[src/rtl/dmem_store_buffer.sv]
// dmem_store_buffer: posted-store FIFO in front of data memory, with stores and loads serialised by an IDLE/REQ/BUSY FSM
module dmem_store_buffer #(
    parameter int DEPTH = 4
) (
    input  logic        clk,
    input  logic        rst_n,
    input  logic [31:0] addr,
    input  logic [31:0] write_data,
    input  logic        memwrite,
    input  logic        memread,
    input  logic [3:0]  sign_mask,
    output logic [31:0] read_data,
    output logic        stall,
    output logic [31:0] mem_addr,
    output logic [31:0] mem_write_data,
    output logic        mem_memwrite,
    output logic        mem_memread,
    output logic [3:0]  mem_sign_mask,
    input  logic [31:0] mem_read_data,
    input  logic        mem_clk_stall
);
    localparam int AW = $clog2(DEPTH);
    typedef enum logic [1:0] {IDLE, REQ, BUSY} state_t;
    state_t        state;
    logic [AW:0]   count;
    logic [AW-1:0] wr_ptr, rd_ptr;
    logic [31:0]   q_addr [DEPTH];
    logic [31:0]   q_data [DEPTH];
    logic [3:0]    q_mask [DEPTH];
    logic          ld_done, busy_first, cur_load;
    logic          full, empty, push, pop, issue_ld;
    assign full     = count == (AW+1)'(DEPTH);
    assign empty    = count == '0;
    assign push     = memwrite & ~full;
    assign pop      = (state == IDLE) & ~empty;
    // queued stores always drain before a load, so loads never need forwarding
    assign issue_ld = (state == IDLE) & empty & memread & ~memwrite & ~ld_done;
    assign stall    = (memread & ~memwrite & ~ld_done) | (memwrite & full);
    always_ff @(posedge clk) begin
        if (push) begin
            q_addr[wr_ptr] <= addr;
            q_data[wr_ptr] <= write_data;
            q_mask[wr_ptr] <= sign_mask;
        end
    end
    always_ff @(posedge clk or negedge rst_n) begin
        if (!rst_n) begin
            state          <= IDLE;
            count          <= '0;
            wr_ptr         <= '0;
            rd_ptr         <= '0;
            ld_done        <= 1'b0;
            busy_first     <= 1'b0;
            cur_load       <= 1'b0;
            read_data      <= '0;
            mem_memwrite   <= 1'b0;
            mem_memread    <= 1'b0;
            mem_addr       <= '0;
            mem_write_data <= '0;
            mem_sign_mask  <= '0;
        end else begin
            mem_memwrite <= pop;
            mem_memread  <= issue_ld;
            ld_done      <= 1'b0;
            count        <= count + (AW+1)'(push) - (AW+1)'(pop);
            if (push) wr_ptr <= wr_ptr + AW'(1);
            case (state)
                IDLE: begin
                    if (pop) begin
                        mem_addr       <= q_addr[rd_ptr];
                        mem_write_data <= q_data[rd_ptr];
                        mem_sign_mask  <= q_mask[rd_ptr];
                        rd_ptr         <= rd_ptr + AW'(1);
                        cur_load       <= 1'b0;
                        state          <= REQ;
                    end else if (issue_ld) begin
                        mem_addr       <= addr;
                        mem_write_data <= write_data;
                        mem_sign_mask  <= sign_mask;
                        cur_load       <= 1'b1;
                        state          <= REQ;
                    end
                end
                REQ: begin
                    busy_first <= 1'b1;
                    state      <= BUSY;
                end
                BUSY: begin
                    busy_first <= 1'b0;
                    // the busy flag only appears a cycle after the strobe, so ignore it on the first BUSY cycle
                    if (!busy_first && !mem_clk_stall) begin
                        state <= IDLE;
                        if (cur_load) begin
                            read_data <= mem_read_data;
                            ld_done   <= 1'b1;
                        end
                    end
                end
                default: state <= IDLE;
            endcase
        end
    end
endmodule

[config.mk]
export PLATFORM = sky130hd
export DESIGN_NAME = dmem_store_buffer
export DESIGN_NICKNAME = d
export VERILOG_FILES = /design/src/rtl/dmem_store_buffer.sv
export SDC_FILE = /design/constraint.sdc
export NUM_CORES = 1
export LEC_CHECK = 0
export CAP_MARGIN = 25
export CORE_MARGIN = 3
export CORE_UTILIZATION = 47
export DETAILED_ROUTE_END_ITERATION = 10
export GPL_ROUTABILITY_DRIVEN = 0
export GPL_TIMING_DRIVEN = 0
export PLACE_DENSITY = 0.7
export SYNTH_ARGS = -nofsm -noshare
export SYNTH_HDL_FRONTEND = slang
export SYNTH_SLANG_ARGS = --single-unit
export TNS_END_PERCENT = 5
[constraint.sdc]
create_clock -name clk -period 3.5 [get_ports clk]
set_clock_uncertainty 0.2 [all_clocks]
set_input_delay 0.7 -clock clk [delete_from_list [all_inputs] [get_ports clk]]
set_output_delay 0.7 -clock clk [all_outputs]
set_load 0.005 [all_outputs]
==> Word level (Yosys, flattened, before mapping) <==
Memory sizes are Yosys's and may differ from the RTL's.
Index checks and enable logic that the tools add are counted.
{ "totals": {"register_bits": 114, "ram_bits": 272, "inputBits": 105, "output_inout_bits": 103, "word_cells": 68, "n_memories": 3} }
{ "mem_list": {"columns": ["memory", "depth", "word_bits", "rd", "rd_ports_with_merged_regs", "write_ports", "line", "text"], "rows": [
  ["q_addr", 4, 32, 1, 0, 1, "27", "logic [31:0] q_addr [DEPTH];"],
  ["q_data", 4, 32, 1, 0, 1, "28", "logic [31:0] q_data [DEPTH];"],
  ["q_mask", 4, 4, 1, 0, 1, "29", "logic [3:0] q_mask [DEPTH];"]
]} }
{ "op_classes": {"add_sub_neg": 4, "n_eq_ne": 5, "muxes": 18, "bitwise": 14, "n_reduce_logical": 11} }
{ "ops": {"columns": ["operator", "n"], "rows": [
  ["$mux 32", 4],
  ["$and 1x1->1", 9],
  ["$mux 4", 2],
  ["$mux 1", 7],
  ["$mux 2", 3],
  ["$pmux 2 s3", 1],
  ["$reduce_and 2->1", 3],
  ["$add 2x1->2 const B", 2],
  ["$not 1->1", 4],
  ["$reduce_bool 2->1", 2],
  ["$add 3x1->3", 1],
  ["$eq 3x3->1 const B", 1],
  ["$logic_not 3->1", 1],
  ["$ne 3x3->1 const B", 1],
  ["$reduce_and 3->1", 1],
  ["$sub 3x1->3", 1],
  ["$eq 2x1->1 const B", 1],
  ["$eq 2x2->1 const B", 1],
  ["$logic_not 1->1", 2],
  ["$logic_not 2->1", 1],
  ["$ne 2x2->1 const B", 1],
  ["$pmux 1 s2", 1],
  ["$logic_and 1x1->1", 1],
  ["$or 1x1->1", 1]
]} }

==> Logic depth before layout (Yosys ltp) <==
Gate-level depths: netlist (run 1).
{ "logic_depth": {"ltp_word": 8, "depth_mapped": 9, "depth_no_buf": 8} }

==> Least setup slack after synthesis (run 1) <==
Ideal clock, no wire load.
{ "synth_timing": {"path_type": "input-to-reg", "startpoint": "in memwrite", "endpoint": "mem q_addr[2][0], enable pin", "setup_time_ps": 433, "arrival_ps": 2652, "t_required_ps": 2867, "path_slack_ps": 214, "cell_stages": 2, "n_path_buf": 0, "cell_sequence": "a21boi_2 and2_1"} }
{ "synth_between": {"elab_chain_len": 3} }
{ "synth_rtl": {"columns": ["element", "line", "text"], "rows": [
  ["start: declaration", "9", "input logic memwrite,"],
  ["$and 1x1->1", "34", "assign push = memwrite & ~full;"],
  ["$mux 1", "40", "if (push) begin"],
  ["$mux 1 (not written as such)", "41", "q_addr[wr_ptr] <= addr;"],
  ["end: declaration", "27", null]
]} }
No other way between the ends.

==> Worst setup path after layout (run 1) <==
{ "layout_timing": {"startpoint": "in memwrite", "endpoint": "out stall"} }
{ "layout_between": {"elab_chain_len": 4, "elab_cells_between_ends": 5, "cone_classes": "5 x bitwise"} }
{ "layout_rtl": {"columns": ["element", "line", "text"], "rows": [
  ["$not 1->1", "38", "assign stall = (memread & ~memwrite & ~ld_done) | (memwrite & full);"],
  ["$and 1x1->1 (2 in series)", "38", null],
  ["$or 1x1->1 (*)", "38", null],
  ["end: declaration", "13", "output logic stall,"]
]} }
Every way passes the cells marked *; elsewhere a longest branch is shown, timed or not.

==> flow_summary.ini, run 1 <==
[run]
maxCapViolations = 0

[placed_design]
dp_hpwl_um = 20200
pre_cts_ws_ns = 0.420
post_dp_cell_area_um2 = 17600
dp.cells = 1389
port_buffers = 207

[yosys]
synthFlopType = edfxtp_1
synth_fp_nets = 895
ys_seq_area_share_pct = 73.8
synth_seq_cells = 386
syn_inst = 781
syn-cell-area_um2 = 14900
syn_avg_cell_area_um2 = 19.1
async_reset_ff_share_pct = 29.5
synth-edff-count = 272
synth_cell_type_count = 33
yosysWarnings = 0

[sta]
rsz0062_at_grt = no
final.setup.tns_ns = 0
finalCritPeriodShare_pct = 87.4
tightest_slew_ns = 0.722
setup_viol = 0
worst_slack_ns = 0.439
slew_violations = 0
finalCriticalPeriod_ns = 3.06
hold_viol_final = 0
relSlewSlack_pct = 51.9
clock.fmax_ghz = 0.327

[grt]
grt_pass1_vias = 8700
grt_pass1_wl_um = 50100
gr-total-overflow = 0
antenna_found_initial = 0
grt_max_degree = 74
grt_use_total_pct = 19.2

[floorplanning]
rows = 64
core_um2 = 31000
fp.dieW_um = 184
ioPinCount = 208
initial_core_util_pct = 48.2
die_area_um2 = 34000
fp.dieH_um = 184

[worst_setup_path]
r2r_end = count[2]$_DFF_PN0_
crit_path_end_kind = output port
rr_worst_depth = 9
reg2reg_from = state[0]$_DFFE_PN0P_
critPathLaunchType = primary input
crit_path_max_fanout = 9
arrival_ns = 2.16
startpoint = memwrite
cp-endpoint = stall
path_class = in -> out
critical_path_required_ns = 2.60
r2r_setup_slack_ns = 1.09

[drt]
vias = 7873
wl_per_cell_um = 21.4
antenna_left = 0
firstDrtPassIters = 4
drt-initial-drc-count = 505
wl_um = 31500
drc = 0
vias_per_cell = 5.36

[cts]
cts_sinks = 386
clk_latency_ns = 0.52
cts_made_buffers = 42
cts_setup_buffers = 0
clockBufferDepth = 3
htreeDepth = 2
cts_tree = yes
cts_root_buf = clkbuf_16
clkTransAtPathRegs_ns = 0.05

[cells_and_area]
fin_cells = 1468
final_util_pct = 61.3
area_delta_synth_final_pct = 27.2
fillCellCount = 2281
multi_input_area_um2 = 3610
drive_gt1_share_pct = 21.3
nets = 1152
seqCellArea_um2 = 11000
finalInstanceArea_um2 = 19000

[hold_path]
holdCritPathClass = reg -> reg

[power]
p_leak_uw = 0.00679
p_per_area_nw_per_um2 = 874
ir_drop_mv = 0.502

[status]
status = finished clean
-- registers in the layout (all words and copies together), names as in the netlist, 3 cells and up --
| register | count |
|---|---|
| read_data | 32 |
| mem_addr | 32 |
| q_addr | 128 |
| count | 3 |
| mem_write_data | 32 |
| mem_sign_mask | 4 |
| q_mask | 16 |
| q_data | 128 |
-- power by group --
part           leakage (uW)  switching (uW)  internal [uW]
clock network      0.000657            1680           2550
registers           0.00390             455           6250
logic               0.00223            2750           2920
-- synthesized netlist by cell type, types with 5 or more instances --
master / instances / area share, %
dfrtp_1: 114 / 19
buf_4: 11 / 0.55
ha_1: 8 / 0.67
inv_1: 8 / 0.20
clkbuf_1: 9 / 0.23
mux2_2: 34 / 2.6
o21ai_2: 20 / 1.2
nand2_1: 70 / 1.8
xnor2_1: 5 / 0.29
mux2i_1: 69 / 4.6
mux4_2: 68 / 10
buf_6: 9 / 0.68
buf_2: 11 / 0.37
edfxtp_1: 272 / 55
o21ai_1: 48 / 1.6
-- worst max-delay path, cell delays in order --
cell and delay [ns]:
clkdlybuf4s50_1 0.49, a21boi_2 0.39, nor2_1 0.10, clkdlybuf4s50_1 0.48
-- stage by stage --
step / power [uW] / hold WS (ns)
floorplan: 10100 / 0.204
global placement: 12400 / 0.289
detailed placement: 12600 / 0.296
CTS: 16900 / 0.309
global route: 17600 / 0.323
finish: 16600 / 0.307
-- cell usage in the layout (no fill, tap or decap), types with 3 or more instances in the layout --
cell	instances
o21ai_1	48
clkdlybuf4s50_1	206
mux2i_1	69
clkbuf_8	6
clkinv_2	3
clkbuf_16	45
buf_2	11
buf_4	11
nor2_1	4
edfxtp_1	272
clkbuf_1	24
and2_4	4
ha_1	8
nand2_1	70
inv_1	8
buf_6	10
mux2_2	34
dfrtp_1	114
o21ai_2	20
mux4_2	68
xnor2_1	5
clkinv_1	5
buf_16	4
-- logic make-up (layout without fill, tap and decap cells) --
group | after synthesis | in the layout | share of synthesized area (%)
DFF | 386 | 386 | 73.8
muxes | 171 | 171 | 17.4
and+or+nand+nor | 84 | 84 | 2.42
AOI/OAI and AO/OA | 74 | 74 | 3.06
buffers and inverters | 51 | 341 | 2.15
adders and majority gates | 9 | 9 | 0.804
xor gates and xnor gates | 6 | 6 | 0.352
other | 0 | 1 | 0
-- metal layers --
| layer | global-route usage [%] | vias to the layer above | routed length (um) | part of all wire (%) |
|---|---|---|---|---|
| li1 | - | 3547 | - | - |
| met1 | 25.4 | 4074 | 13200 | 42 |
| met2 | 32.6 | 214 | 15800 | 50 |
| met3 | 5.23 | 38 | 2020 | 6.4 |
| met4 | 3.87 | 0 | 442 | 1.4 |
| met5 | 0 | - | 0 | 0 |
-- how the worst min path moves through the flow --
stage / from / end / slack, ns / cells after the start
floorplan: rst_n / busy_first$_DFFE_PN0P_ / 0.20 / 0
global placement: read_data[30]$_DFFE_PN0P_ / read_data[30]$_DFFE_PN0P_ / 0.29 / 1
detailed placement: read_data[12]$_DFFE_PN0P_ / read_data[12]$_DFFE_PN0P_ / 0.30 / 1
CTS: read_data[8]$_DFFE_PN0P_ / read_data[8]$_DFFE_PN0P_ / 0.31 / 1
global route: read_data[16]$_DFFE_PN0P_ / read_data[16]$_DFFE_PN0P_ / 0.32 / 1
finish: read_data[8]$_DFFE_PN0P_ / read_data[8]$_DFFE_PN0P_ / 0.31 / 1
-- what timing repair did --
item | 4_1_cts | 5_1_grt
resized for setup | 0 | 0
hold buffers | 1 | 0
hold endpoints to repair | 41 | 0
-- cell type report --
| cell class | count | area share [%] |
|---|---|---|
| repair buffers | 213 | 11.6 |
| flip-flops and latches | 386 | 58.0 |
| clock buffers | 66 | 6.66 |
| plain buffers | 42 | 1.50 |
| clock inverters | 11 | 0.428 |
| inverters | 9 | 0.191 |
| multi-input cells | 344 | 19.0 |
| well taps | 396 | 2.61 |
| diodes | 1 | 0.0132 |
(Power assumes the default switching activity.)
==> inputs of run 2 (changes only) <==
--- a/config.mk
+++ b/config.mk
@@ -12,6 +12,7 @@
 export GPL_ROUTABILITY_DRIVEN = 0
 export GPL_TIMING_DRIVEN = 0
 export PLACE_DENSITY = 0.7
+export RECOVER_POWER = 50
 export SYNTH_ARGS = -nofsm -noshare
 export SYNTH_HDL_FRONTEND = slang
 export SYNTH_SLANG_ARGS = --single-unit
==> run 2 against run 1 <==
  * The run now ends with capacitance limit, slew limit left
  * Total power shrank 0.41%
  * Cell count increased by 0.14%
  * Via count increased by 0.36%
  * Combinational power shrank 1%
  * Critical endpoint unchanged
==> flow_summary.ini, run 2 (same netlist as run 1, synthesis figures left out) <==
[grt]
gr-usage-met1_pct = 25.4
use_met2_pct = 32.6
antenna_found_initial = 6
grt_pass1_wl_um = 50100
grt_pass1_vias = 8700
grt_use_total_pct = 19.2
grt_max_degree = 74
met3_usage_pct = 5.23
top_usage_layer = met2
gr-total-overflow = 0

[sta]
worst_slack_ns = 0.372
relSlewSlack_pct = -40.1
finalCritPeriodShare_pct = 89.4
finalCriticalPeriod_ns = 3.13
clock.fmax_ghz = 0.320
slew_violations = 42
hold_viol_final = 0
rsz0062_at_grt = no
tightest_slew_ns = 2.10
setup_viol = 0

[drt]
vias = 7901
firstDrtPassIters = 5
drc = 0
wl_um = 31500
wl_per_cell_um = 21.4
drt-initial-drc-count = 507
antenna_left = 0
vias_per_cell = 5.37

[floorplanning]
fp.dieH_um = 184
fp.dieW_um = 184
initial_core_util_pct = 48.2
core_um2 = 31000
die_area_um2 = 34000
rows = 64
ioPinCount = 208

[cts]
clkTransAtPathRegs_ns = 0.05
cts_made_buffers = 42
cts_setup_buffers = 0
clk_latency_ns = 0.52
clockBufferDepth = 3
cts_root_buf = clkbuf_16
cts_sinks = 386
cts_tree = yes
htreeDepth = 2
cts_resized = 0
cts-hold-fix-buffers = 1

[run]
maxCapViolations = 1

[cells_and_area]
drive_gt1_share_pct = 20.4
finalInstanceArea_um2 = 19000
reg.largest.list = q_addr: 128 flops, q_data: 128 flops
mostFrequentLayoutCell = edfxtp_1
layout_common_cells = 272 x edfxtp_1, 137 x clkdlybuf4s50_1, 114 x dfrtp_1, 70 x nand2_1, 70 x dlygate4sd3_1
final_util_pct = 61.2
nets = 1152
fin_cells = 1470
area_delta_synth_final_pct = 27.0

[placed_design]
dp_hpwl_um = 20200
post_dp_cell_area_um2 = 17600
pre_cts_ws_ns = 0.420
port_buffers = 207
dp.cells = 1389

[worst_setup_path]
critical_path_required_ns = 2.60
crit_path_max_fanout = 9
crit_path_end_kind = output port
path_class = in -> out
critPathMaxStageDelay_ns = 0.56
critPathLaunchType = primary input
cp_cell_sequence = dlygate4sd3_1 > a21boi_2 > nor2_1 > clkdlybuf4s50_1
arrival_ns = 2.23
critical_path.top_delay_family = buffers and inverters
worstPathBufferInverterCount = 2
cp_slowest_cell = dlygate4sd3_1

[status]
violations = capacitance limit, slew limit
status = complete, but fails checks

[power]
p_leak_uw = 0.00677
p_per_area_nw_per_um2 = 872
ir_drop_mv = 0.501
power_uw = 16500

[hold_path]
holdCritPathClass = reg -> reg
-- run 2: cell types whose count changed in the layout (fill, tap and decap cells not counted), sizes merged --
cell / before / now
diode: 1 / 3
clkdlybuf4s50: 206 / 137
buf: 37 / 29
dlygate4sd2: 0 / 1
clkbuf: 77 / 84
dlygate4sd3: 1 / 70
-- run 2: path summary, 6_finish.rpt --
check | startpoint | end | slack (ns) | depth (start not counted)
worst min register to register | read_data[8]$_DFFE_PN0P_ | read_data[8]$_DFFE_PN0P_ | 0.31 | 1
worst max register to register | state[0]$_DFFE_PN0P_ | mem_write_data[10]$_DFFE_PN0P_ | 0.58 | 7
worst min-delay path | read_data[8]$_DFFE_PN0P_ | read_data[8]$_DFFE_PN0P_ | 0.31 | 1
worst max-delay path | memwrite | stall | 0.37 | 4
min in group asynchronous | rst_n | mem_write_data[8]$_DFFE_PN0P_ | 1.26 | 2
max in group asynchronous | rst_n | mem_addr[13]$_DFFE_PN0P_ | 0.59 | 2
-- run 2: final cells by class --
| cell class | count | area (um^2) |
|---|---|---|
| flip-flops and latches | 386 | 11000 |
| repair buffers | 213 | 2210 |
| fillers | 2286 | 12000 |
| clock inverters | 11 | 81.3 |
| well taps | 396 | 495 |
| plain buffers | 42 | 253 |
| multi-input cells | 344 | 3600 |
| diodes | 3 | 7.51 |
| clock buffers | 66 | 1260 |
| inverters | 9 | 36.3 |
-- run 2: per-stage QoR --
step | setup TNS (ns) | hold WS [ns]
floorplan | 0 | 0.204
global placement | -862.84 | 0.289
detailed placement | 0 | 0.296
CTS | 0 | 0.309
global route | 0 | 0.323
finish | 0 | 0.307
-- run 2: worst reg2reg max path, cell delays in order (launching register included) --
cell	delay, ns
dfrtp_1	0.38
inv_1	0.10
ha_1	0.24
and4bb_2	0.25
clkbuf_1	0.65
clkbuf_1	0.62
mux2i_1	0.30
o21ai_2	0.06
-- run 2: layer usage --
| metal | wire length [um] | vias to the layer above | share of wire (%) |
|---|---|---|---|
| li1 | - | 3549 | - |
| met1 | 13100 | 4091 | 42 |
| met2 | 15800 | 211 | 50 |
| met3 | 2030 | 44 | 6.4 |
| met4 | 490 | 6 | 1.6 |
| met5 | 41 | - | 0.13 |
-- run 2: power breakdown --
group	leakage [uW]	internal, uW	total (uW)	switching, uW
sequential	0.00390	6250	6710	457
combinational	0.00222	2850	5590	2740
clock	0.000657	2550	4230	1680
total	0.00677	11700	16500	4870
==> inputs of run 3 (changes only) <==
--- a/config.mk
+++ b/config.mk
@@ -11,7 +11,7 @@
 export DETAILED_ROUTE_END_ITERATION = 10
 export GPL_ROUTABILITY_DRIVEN = 0
 export GPL_TIMING_DRIVEN = 0
-export PLACE_DENSITY = 0.7
+export PLACE_DENSITY = 0.77
 export RECOVER_POWER = 50
 export SYNTH_ARGS = -nofsm -noshare
 export SYNTH_HDL_FRONTEND = slang
==> run 3 against run 2 <==
  * The run still ends with capacitance limit, slew limit left
  * Total power grew 0.37%
  * Largest cell class unchanged
  * Wire length fell by 2.2%
  * Via count is 0.54% lower
  * Non-clock buffer count stayed put
  * Cell count shrank 0.27%
  * Design area about the same
  * Combinational power is 0.7% lower
  * Flip-flop and latch count is the same
  * Setup slack worse by 0.010 ns
  * Critical endpoint unchanged
  * Critical path depth unchanged
  * Utilization about the same
  * First-iteration DRC count decreased by 0.79%
==> flow_summary.ini, run 3 (same netlist as run 1, synthesis figures left out) <==
[cells_and_area]
area_delta_synth_final_pct = 27.0
fin_cells = 1466
finalInstanceArea_um2 = 19000
drive_gt1_share_pct = 20.3
nets = 1151
layout_common_cells = 272 x edfxtp_1, 137 x clkdlybuf4s50_1, 114 x dfrtp_1, 71 x nand2_1, 70 x dlygate4sd3_1
mostFrequentLayoutCell = edfxtp_1
reg.largest.list = q_addr: 128 flops, q_data: 128 flops

[drt]
drt-initial-drc-count = 503
vias = 7858
wl_um = 30800
drc = 0
antenna_left = 0
vias_per_cell = 5.36
met3_length_um = 2140
wl_met2_um = 15300
firstDrtPassIters = 5
highest_layer = met5
met1_length_um = 12900
wl_per_cell_um = 21.0

[sta]
setup_viol = 0
finalCritPeriodShare_pct = 89.7
finalCriticalPeriod_ns = 3.14
tightest_slew_ns = 2.08
slew_violations = 41
relSlewSlack_pct = -38.8
worst_slack_ns = 0.362
clock.fmax_ghz = 0.319
hold_viol_final = 0
rsz0062_at_grt = no

[power]
p_int_uw = 11700
p_clk_share_pct = 26.0
power_uw = 16600
p_leak_uw = 0.00678
ir_drop_mv = 0.478
switching_share_pct = 29.3
p_per_area_nw_per_um2 = 875
comb_power_share_pct = 33.4
seq_power_share_pct = 40.5
switchingPower_uw = 4870

[worst_setup_path]
crit_path_end_kind = output port
arrival_ns = 2.24
r2r_setup_slack_ns = 0.64
path_class = in -> out
critPathLaunchType = primary input
critPathMaxStageDelay_ns = 0.56
critical_path.top_delay_family = buffers and inverters
crit_path_max_fanout = 9
cp_slowest_cell = dlygate4sd3_1
cp_cell_sequence = dlygate4sd3_1 > a21boi_2 > nor2_1 > clkdlybuf4s50_1
critical_path_required_ns = 2.60
worstPathBufferInverterCount = 2

[cts]
clockBufferDepth = 3
clkTransAtPathRegs_ns = 0.05
cts_root_buf = clkbuf_16
cts_sinks = 386
cts_tree = yes
cts_resized = 0
htreeDepth = 2
clk_latency_ns = 0.52
cts_made_buffers = 41

[run]
maxCapViolations = 1

[status]
violations = capacitance limit, slew limit
status = complete, but fails checks

[floorplanning]
die_area_um2 = 34000
fp.dieW_um = 184
fp.dieH_um = 184
core_um2 = 31000
initial_core_util_pct = 48.2
ioPinCount = 208
rows = 64

[placed_design]
dp_hpwl_um = 19400
pre_cts_ws_ns = 0.387
port_buffers = 207
dp.cells = 1389
post_dp_cell_area_um2 = 17700

[grt]
grt_use_total_pct = 18.5
grt_pass1_vias = 8604
antenna_found_initial = 2
grt_max_degree = 75
grt_pass1_wl_um = 48600
gr-total-overflow = 0

[hold_path]
holdCritPathClass = reg -> reg
==> run 3: worst reg2reg max path: cells and delay by family (launching register included) <==
| kind | cells | cell delay (ns) |
|---|---|---|
| simple gates | 2 | 1.12 |
| flops | 1 | 0.42 |
| buf+inv | 1 | 0.38 |
| compound gates | 1 | 0.35 |
==> run 3: metal layers <==
metal	vias to the layer above	global-route usage [%]
met1	4015	24.9
met4	2	4.17
li1	3542	-
met2	257	30.5
met5	-	0
met3	42	5.11
==> run 3: path summary, 6_finish.rpt <==
kind,from,to,cells past startpoint
max,memwrite,stall,4
min,read_data[21]$_DFFE_PN0P_,read_data[21]$_DFFE_PN0P_,1
max reg2reg,count[1]$_DFF_PN0_,q_addr[1][12]$_DFFE_PP_,4
min reg2reg,read_data[21]$_DFFE_PN0P_,read_data[21]$_DFFE_PN0P_,1
max in group asynchronous,rst_n,mem_addr[11]$_DFFE_PN0P_,2
min in group asynchronous,rst_n,mem_write_data[14]$_DFFE_PN0P_,2
==> run 3: layout make-up <==
cell class | count | area (um^2)
clock buffer | 56 | 1150
antenna | 1 | 2.50
clock inverter | 19 | 199
inverter | 9 | 36.3
buffer | 42 | 272
multi-input combinational | 344 | 3580
fill | 2228 | 12000
sequential | 386 | 11000
timing repair buffer | 213 | 2220
tap | 396 | 495
==> run 3: stage by stage <==
step / TNS (ns) / hold slack (ns) / util, %
floorplan: 0 / 0.204 / -
global placement: -822.01 / 0.289 / 56.5
detailed placement: 0 / 0.295 / 57.0
CTS: 0 / 0.307 / 61.4
global route: 0 / 0.325 / 61.2
finish: 0 / 0.303 / 61.2
==> run 3: repair_timing <==
action	4_1_cts	5_1_grt
hold buffers	1	0
setup buffers	0	0
hold endpoints to repair	40	0
==> run 3: power by group through the flow <==
stage | logic, uW | registers [uW] | clock network, uW
floorplan | 3300 | 6790 | 0
global placement | 5530 | 6830 | 0
detailed placement | 5750 | 6800 | 0
CTS | 5770 | 6740 | 4400
global route | 6110 | 6850 | 4610
finish | 5550 | 6720 | 4320
